File: config.mk
export PLATFORM = sky130hd
export DESIGN_NAME = serial_adder_ctrl
export DESIGN_NICKNAME = d
export VERILOG_FILES = /design/src/rtl/serial_adder_ctrl.sv
export SDC_FILE = /design/constraint.sdc
export NUM_CORES = 1
export LEC_CHECK = 0
export CAP_MARGIN = 10
export CORE_ASPECT_RATIO = 0.75
export CORE_MARGIN = 5
export CORE_UTILIZATION = 25
export DETAILED_ROUTE_END_ITERATION = 6
export SLEW_MARGIN = 30
export SYNTH_ARGS = -nofsm -noshare
export SYNTH_HDL_FRONTEND = slang
export SYNTH_SLANG_ARGS = --single-unit
File: constraint.sdc
create_clock -name clk -period 3.8 [get_ports clk]
set_clock_uncertainty 0.05 [all_clocks]
set_input_delay 0.38 -clock clk [delete_from_list [all_inputs] [get_ports clk]]
set_output_delay 0.38 -clock clk [all_outputs]
set_load 0.01 [all_outputs]
File: src/rtl/serial_adder_ctrl.sv
// serial_adder_ctrl: bit-serial adder with valid/ready handshakes on both sides.
// One 1-bit full-adder cell is reused over WIDTH cycles, LSB first, with a
// carry flip-flop between cycles. FSM: IDLE -> RUN (WIDTH cycles) -> DONE.
// Optional feature macro: SERIAL_ADDER_CTRL_SUB_EN adds input 'sub'. The
// operand pair is latched with it. sub=1 computes a - b, and c=1 then means
// no borrow.
//
// Handshake rules: a transfer happens on a rising edge where valid and ready
// are both 1. in_ready and out_valid are decoded from the state register
// only. A producer may change a/b/in_valid freely while in_ready=0. r/c hold
// steady while out_valid=1 until out_ready=1 is seen at an edge.
// state_dbg exposes the FSM state (0=IDLE, 1=RUN, 2=DONE).
module serial_adder_ctrl #(
  parameter int WIDTH = 8
) (
  input  logic             clk,
  input  logic             rst_n,
`ifdef SERIAL_ADDER_CTRL_SUB_EN
  input  logic             sub,
`endif
  input  logic             in_valid,
  output logic             in_ready,
  input  logic [WIDTH-1:0] a,
  input  logic [WIDTH-1:0] b,
  output logic             out_valid,
  input  logic             out_ready,
  output logic [WIDTH-1:0] r,
  output logic             c,
  output logic [1:0]       state_dbg
);

  localparam int CW = (WIDTH > 1) ? $clog2(WIDTH) : 1;

  typedef enum logic [1:0] {
    IDLE = 2'd0,
    RUN  = 2'd1,
    DONE = 2'd2
  } state_t;

  state_t          state;
  state_t          state_next;
  logic [WIDTH-1:0] a_q;
  logic [WIDTH-1:0] b_q;
  logic [WIDTH-1:0] r_q;
  logic             c_q;
  logic [CW-1:0]    cnt;
  logic             carry;
  logic             last_bit;
  logic             a_bit;
  logic             b_bit;
  logic             sum_bit;
  logic             carry_next;
  logic             carry_init;

  // Operand bit selection. When subtracting, b is inverted and carry starts at 1.
`ifdef SERIAL_ADDER_CTRL_SUB_EN
  logic sub_q;

  // Latch the operation select together with the operands.
  always_ff @(posedge clk or negedge rst_n) begin
    if (!rst_n) begin
      sub_q <= 1'b0;
    end else if (state == IDLE && in_valid) begin
      sub_q <= sub;
    end
  end

  assign b_bit      = b_q[cnt] ^ sub_q;
  assign carry_init = sub;
`else
  assign b_bit      = b_q[cnt];
  assign carry_init = 1'b0;
`endif

  assign a_bit    = a_q[cnt];
  assign last_bit = (cnt == CW'(WIDTH - 1));

  // The single shared full-adder cell.
  assign sum_bit    = a_bit ^ b_bit ^ carry;
  assign carry_next = (a_bit & b_bit) | (a_bit & carry) | (b_bit & carry);

  // State register.
  always_ff @(posedge clk or negedge rst_n) begin
    if (!rst_n) begin
      state <= IDLE;
    end else begin
      state <= state_next;
    end
  end

  // Next-state logic: accept in IDLE, run WIDTH bits, then wait for the consumer.
  always_comb begin
    state_next = state;
    case (state)
      IDLE:    if (in_valid)  state_next = RUN;
      RUN:     if (last_bit)  state_next = DONE;
      DONE:    if (out_ready) state_next = IDLE;
      default: state_next = IDLE;
    endcase
  end

  // Datapath: latch operands on accept, then process one bit per cycle.
  // r/c are written only in RUN, so they stay frozen throughout DONE.
  always_ff @(posedge clk or negedge rst_n) begin
    if (!rst_n) begin
      a_q   <= '0;
      b_q   <= '0;
      r_q   <= '0;
      c_q   <= 1'b0;
      cnt   <= '0;
      carry <= 1'b0;
    end else begin
      case (state)
        IDLE: begin
          if (in_valid) begin
            a_q   <= a;
            b_q   <= b;
            cnt   <= '0;
            carry <= carry_init;
          end
        end
        RUN: begin
          r_q[cnt] <= sum_bit;
          carry    <= carry_next;
          cnt      <= cnt + CW'(1);
          if (last_bit) begin
            c_q <= carry_next;
          end
        end
        default: ;
      endcase
    end
  end

  assign in_ready  = (state == IDLE);
  assign out_valid = (state == DONE);
  assign r         = r_q;
  assign c         = c_q;
  assign state_dbg = state;

endmodule
After elaboration in Yosys (flattened, before gate mapping)
Cells that the tools add are included.
- bits in registers: 31
- input bits: 20
- output and inout port bits: 13
- add/subtract/negate cells: 1
- order comparisons: 2
- eq/ne operators: 6
- muxes and demuxes: 15
- bitwise operators: 7
- reduce and logical (&&, ||, !) cells: 7
- operators by type and width (cell ; count):
    $bwmux 8 ; 1
    $bmux 1 s3 ; 2
    $mux 2 ; 3
    $pmux 2 s3 ; 1
    $pmux 3 s2 ; 1
    $reduce_and 2->1 ; 3
    $lt 3x4->1 const B ; 1
    $mux 1 ; 4
    $ne 2x2->1 const B ; 2
    $add 3x1->3 const B ; 1
    $and 1x1->1 ; 3
    $demux 1 s3 ; 1
    $eq 3x3->1 const B ; 1
    $ge 3x1->1 const B ; 1
    $mux 3 ; 1
    $reduce_and 3->1 ; 1
    $eq 2x1->1 const B ; 1
    $eq 2x2->1 const B ; 1
    $logic_not 2->1 ; 1
    $ne 2x1->1 const B ; 1
    $or 1x1->1 ; 2
    $pmux 1 s2 ; 1
    $reduce_bool 2->1 ; 1
    $xor 1x1->1 ; 2
    $logic_and 1x1->1 ; 1

Logic depth before layout (Yosys ltp)
- depth after elaboration: 6
- mapped depth: 6

Worst setup path after synthesis
Ideal clock, no wire load.
- kind: register to register
- start: register cnt[0]
- end: register r_q[1] (netlist: r[1])
- setup time: 110 ps
- arrival time: 2058 ps
- required time: 3640 ps
- slack: 1582 ps
- cell stages (with the launch flop): 7
- cell sequence: dfrtp_1 -> buf_6 -> mux4_1 -> mux2i_1 -> fa_1 -> buf_1 -> o41ai_1
- cells in the longest elaborated chain, start to end: 5
- elaborated cells on any way between the ends: 12
- those cells by class: order compare: 2; mux: 7; bitwise: 2; reduce/logical: 1
- ends and longest elaborated chain (what ; RTL line ; RTL):
    start, declared ; 46 ; logic [CW-1:0] cnt;
    start signal, assigned ; 125 ; cnt <= cnt + CW'(1);
    $lt 3x4->1 (implied by the code), or another cell as far along ; 123 ; r_q[cnt] <= sum_bit;
    $logic_and 1x1->1 (implied by the code), or another cell as far along ; 123 ;
    $mux 1 (implied by the code) / $xor 1x1->1 (equally long branches) ; 123, 79 ;
    $demux 1 s3 / $xor 1x1->1 (equally long branches) ; 123, 79 ;
    $bwmux 8 * ; 123 ;
    end signal, assigned by index ; 123 ;
    end, declared ; 44 ; logic [WIDTH-1:0] r_q;
Every way passes the cells marked *; elsewhere a longest branch is shown, timed or not. The select of a mux whose other input is x is not followed.
A chain may end at the register's enable or synchronous reset.

Final worst setup path
- start: register cnt[1]
- end: register r_q[1] (netlist: r[1])
The elaborated chain is that of the path after synthesis.

==> flow_summary.ini <==
[outcome]
status = complete, no violations

[yosys]
synth-edff-count = 0
ys_ff_latch = 31
synthArstFlopShare_pct = 100
syn_nets = 129
syn_avg_cell_area_um2 = 13.6
synth_top_flop_cell = dfrtp_1
yosysSeqAreaShare_pct = 53.9
synth.cell_area_um2 = 1440
syn_inst = 106
ys_types = 27
yosys_warnings = 0

[worst_setup_path]
startpoint = cnt[1]$_DFFE_PN0P_
start_kind = flip-flop
r2r-start = cnt[1]$_DFFE_PN0P_
reg2reg_depth = 4
cp_max_fo = 13
rr_endpoint = r[1]$_DFFE_PN0P_
cp.required_ns = 3.92
reg2reg_setup_slack_ns = 1.27
crit_arrival_ns = 2.65
setup.worst_path.end = r[1]$_DFFE_PN0P_
cp-end-kind = flip-flop
critPathKind = flip-flop to flip-flop

[layout]
fin_cells = 212
fin_area_um2 = 1880
syn_to_final_growth_pct = 30.3
fin_nets = 161
diodes = 0
drive_gt1_share_pct = 18.2

[pwr]
switchingPower_uw = 597
p_per_area_nw_per_um2 = 857
combPwrFrac_pct = 45.9
clkPwrFrac_pct = 14.5
p_leak_nw = 0.758
switching_share_pct = 37.2
pwr-share-seq_pct = 39.6
ir_drop_mv = 0.333
p_int_mw = 1.01

[clocking]
cts_root_buffer = clkbuf_8
cts_resized = 0
clkLatencyLatePin_ns = 0.27
hold_buffers = 0
htreeDepth = 2
cts_max_path_buffers = 2
cts.reportedPaths.clkPinSlew_ns = 0.06
cts_buffers = 5
clock-sinks = 31
cts_tree = built
post_cts_buffers = 0

[flow_run]
drv_cap = 0

[sta]
worst_slew_pin_slew_ns = 0.871
finalCritPeriodShare_pct = 66.6
fmax_mhz = 395
report.final.hold_viol_count = 0
max_slew_margin_pct = 42.0
rsz0062_at_grt = no
final-setup-viol-count = 0
finalMaxSlewViolations = 0
setup_tns_ns = 0
period_needed_ns = 2.53

[global_routing]
track_usage_pct = 8.79
grt_max_degree = 25
grt_pass1_wl_um = 5040
grt_pass1_vias = 1065
grt_remaining_overflow = 0
antenna_found_initial = 0

[die]
start_util_pct = 26.3
die_height_um = 75.7
core-area_um2 = 5470
die_area_um2 = 7390
ios = 33
fp-row-count = 23
die_w_um = 97.6

[placement]
io_buffer_count = 32
place_inst = 206
gp_congestion = 0.743
hpwl_um = 2270
place_area_um2 = 1800

[routing]
vias = 935
drc = 0
ant_nets = 0
wirelength_um = 3010
routedWlPerCell_um = 14.2
drtPass1Iterations = 4
drt-initial-drc-count = 36
vias_per_cell = 4.41

[min_path]
min_path_type = primary input to async pin
[cell families after synthesis]
group | count (synthesis) | share of synthesized area (%)
multiplexers | 22 | 20.7
flip-flops | 31 | 53.9
AND/OR/NAND/NOR | 17 | 6.35
AO/OA/AOI/OAI | 22 | 11.5
buffers and inverters | 11 | 4.43
adder cells (fa/ha/maj) | 3 | 3.13
[per-stage QoR]
stage          util (%)  hold slack [ns]  power (mW)  worst slack, ns
4_1_cts            34.3           0.0432        1.63             1.25
2_1_floorplan         -           0.0344        1.14             1.58
6_report           34.3           0.0255        1.61             1.27
5_1_grt            34.3           0.0654        1.74             1.05
3_3_place_gp       33.1            0.424        1.34             1.36
3_5_place_dp       33.0            0.344        1.39             1.25
[worst max-delay path, stage by stage (launching register included)]
cell	delay [ns]
dfrtp_1	0.69
mux4_2	0.58
mux2i_1	0.20
fa_1	0.57
o41ai_1	0.33
[sequential cells by signal (all words and copies together), names as in the netlist]
name	cells
a_q	8
b_q	8
r	8
cnt	3
state_dbg	2
c	1
carry	1
[worst min path at each step]
stage                     depth (start not counted)          startpoint            endpoint  slack, ns
after global placement                            1  a_q[5]$_DFFE_PN0P_  a_q[5]$_DFFE_PN0P_       0.42
after detailed placement                          1               rst_n    r[7]$_DFFE_PN0P_       0.34
after global routing                              1               rst_n    r[7]$_DFFE_PN0P_       0.07
after CTS                                         1               rst_n    r[7]$_DFFE_PN0P_       0.04
final                                             1               rst_n    r[7]$_DFFE_PN0P_       0.03
after floorplan                                   0               rst_n  a_q[0]$_DFFE_PN0P_       0.03
[cells in the final DEF, fill, tap and decap left out]
cell type and instances:
dfrtp_1 31, clkdlybuf4s50_1 31, mux2_2 14, o21ai_0 8, o31ai_1 7, nand2_1 7
clkbuf_8 5, nand2b_1 4, inv_1 3, o22ai_1 3, mux4_2 2, mux2i_1 2
mux4_1 2, nand3b_1 2, mux2_1 2, ha_1 2, nor2_1 1, nor2b_1 1
or3b_1 1, o41ai_1 1, o31ai_4 1, o41ai_2 1, and2_1 1, o21bai_1 1
fa_1 1, clkbuf_1 1, buf_2 1, buf_4 1
[cells in the mapped netlist, types with 2 or more instances]
library cell | instances | share of area (%)
buf_1 | 2 | 0.52
buf_2 | 3 | 1.0
buf_6 | 2 | 1.6
dfrtp_1 | 31 | 54
ha_1 | 2 | 1.7
inv_1 | 3 | 0.78
mux2_1 | 2 | 1.6
mux2_2 | 14 | 11
mux2i_1 | 2 | 1.4
mux4_1 | 2 | 3.7
mux4_2 | 2 | 3.1
nand2_1 | 7 | 1.8
nand2b_1 | 4 | 1.7
nand3b_1 | 2 | 1.0
o21ai_0 | 8 | 2.8
o22ai_1 | 3 | 1.3
o31ai_1 | 7 | 3.7
[metal layers]
layer / GRT usage, % / share of wire [%] / vias to the layer above / wire length (µm)
met2: 13.7 / 44 / 33 / 1330
met4: 2.15 / 0 / 0 / 0
li1: - / - / 450 / -
met5: 0 / 0 / - / 0
met1: 11.2 / 48 / 452 / 1440
met3: 4.21 / 7.8 / 0 / 234
[final cells by class]
cell class	count	area, µm²
multi-input combinational	64	599
clock buffer	6	72.6
tap	75	93.8
timing repair buffer	33	323
sequential	31	776
inverter	3	11.3
fill	563	3590
[power by group through the flow]
stage               logic, mW  registers [mW]  clock network (mW)
floorplan               0.551           0.591                   0
global placement        0.710           0.634                   0
detailed placement      0.744           0.647                   0
CTS                     0.748           0.639               0.240
global route            0.819           0.661               0.255
finish                  0.737           0.636               0.233
(Power assumes the default switching activity.)
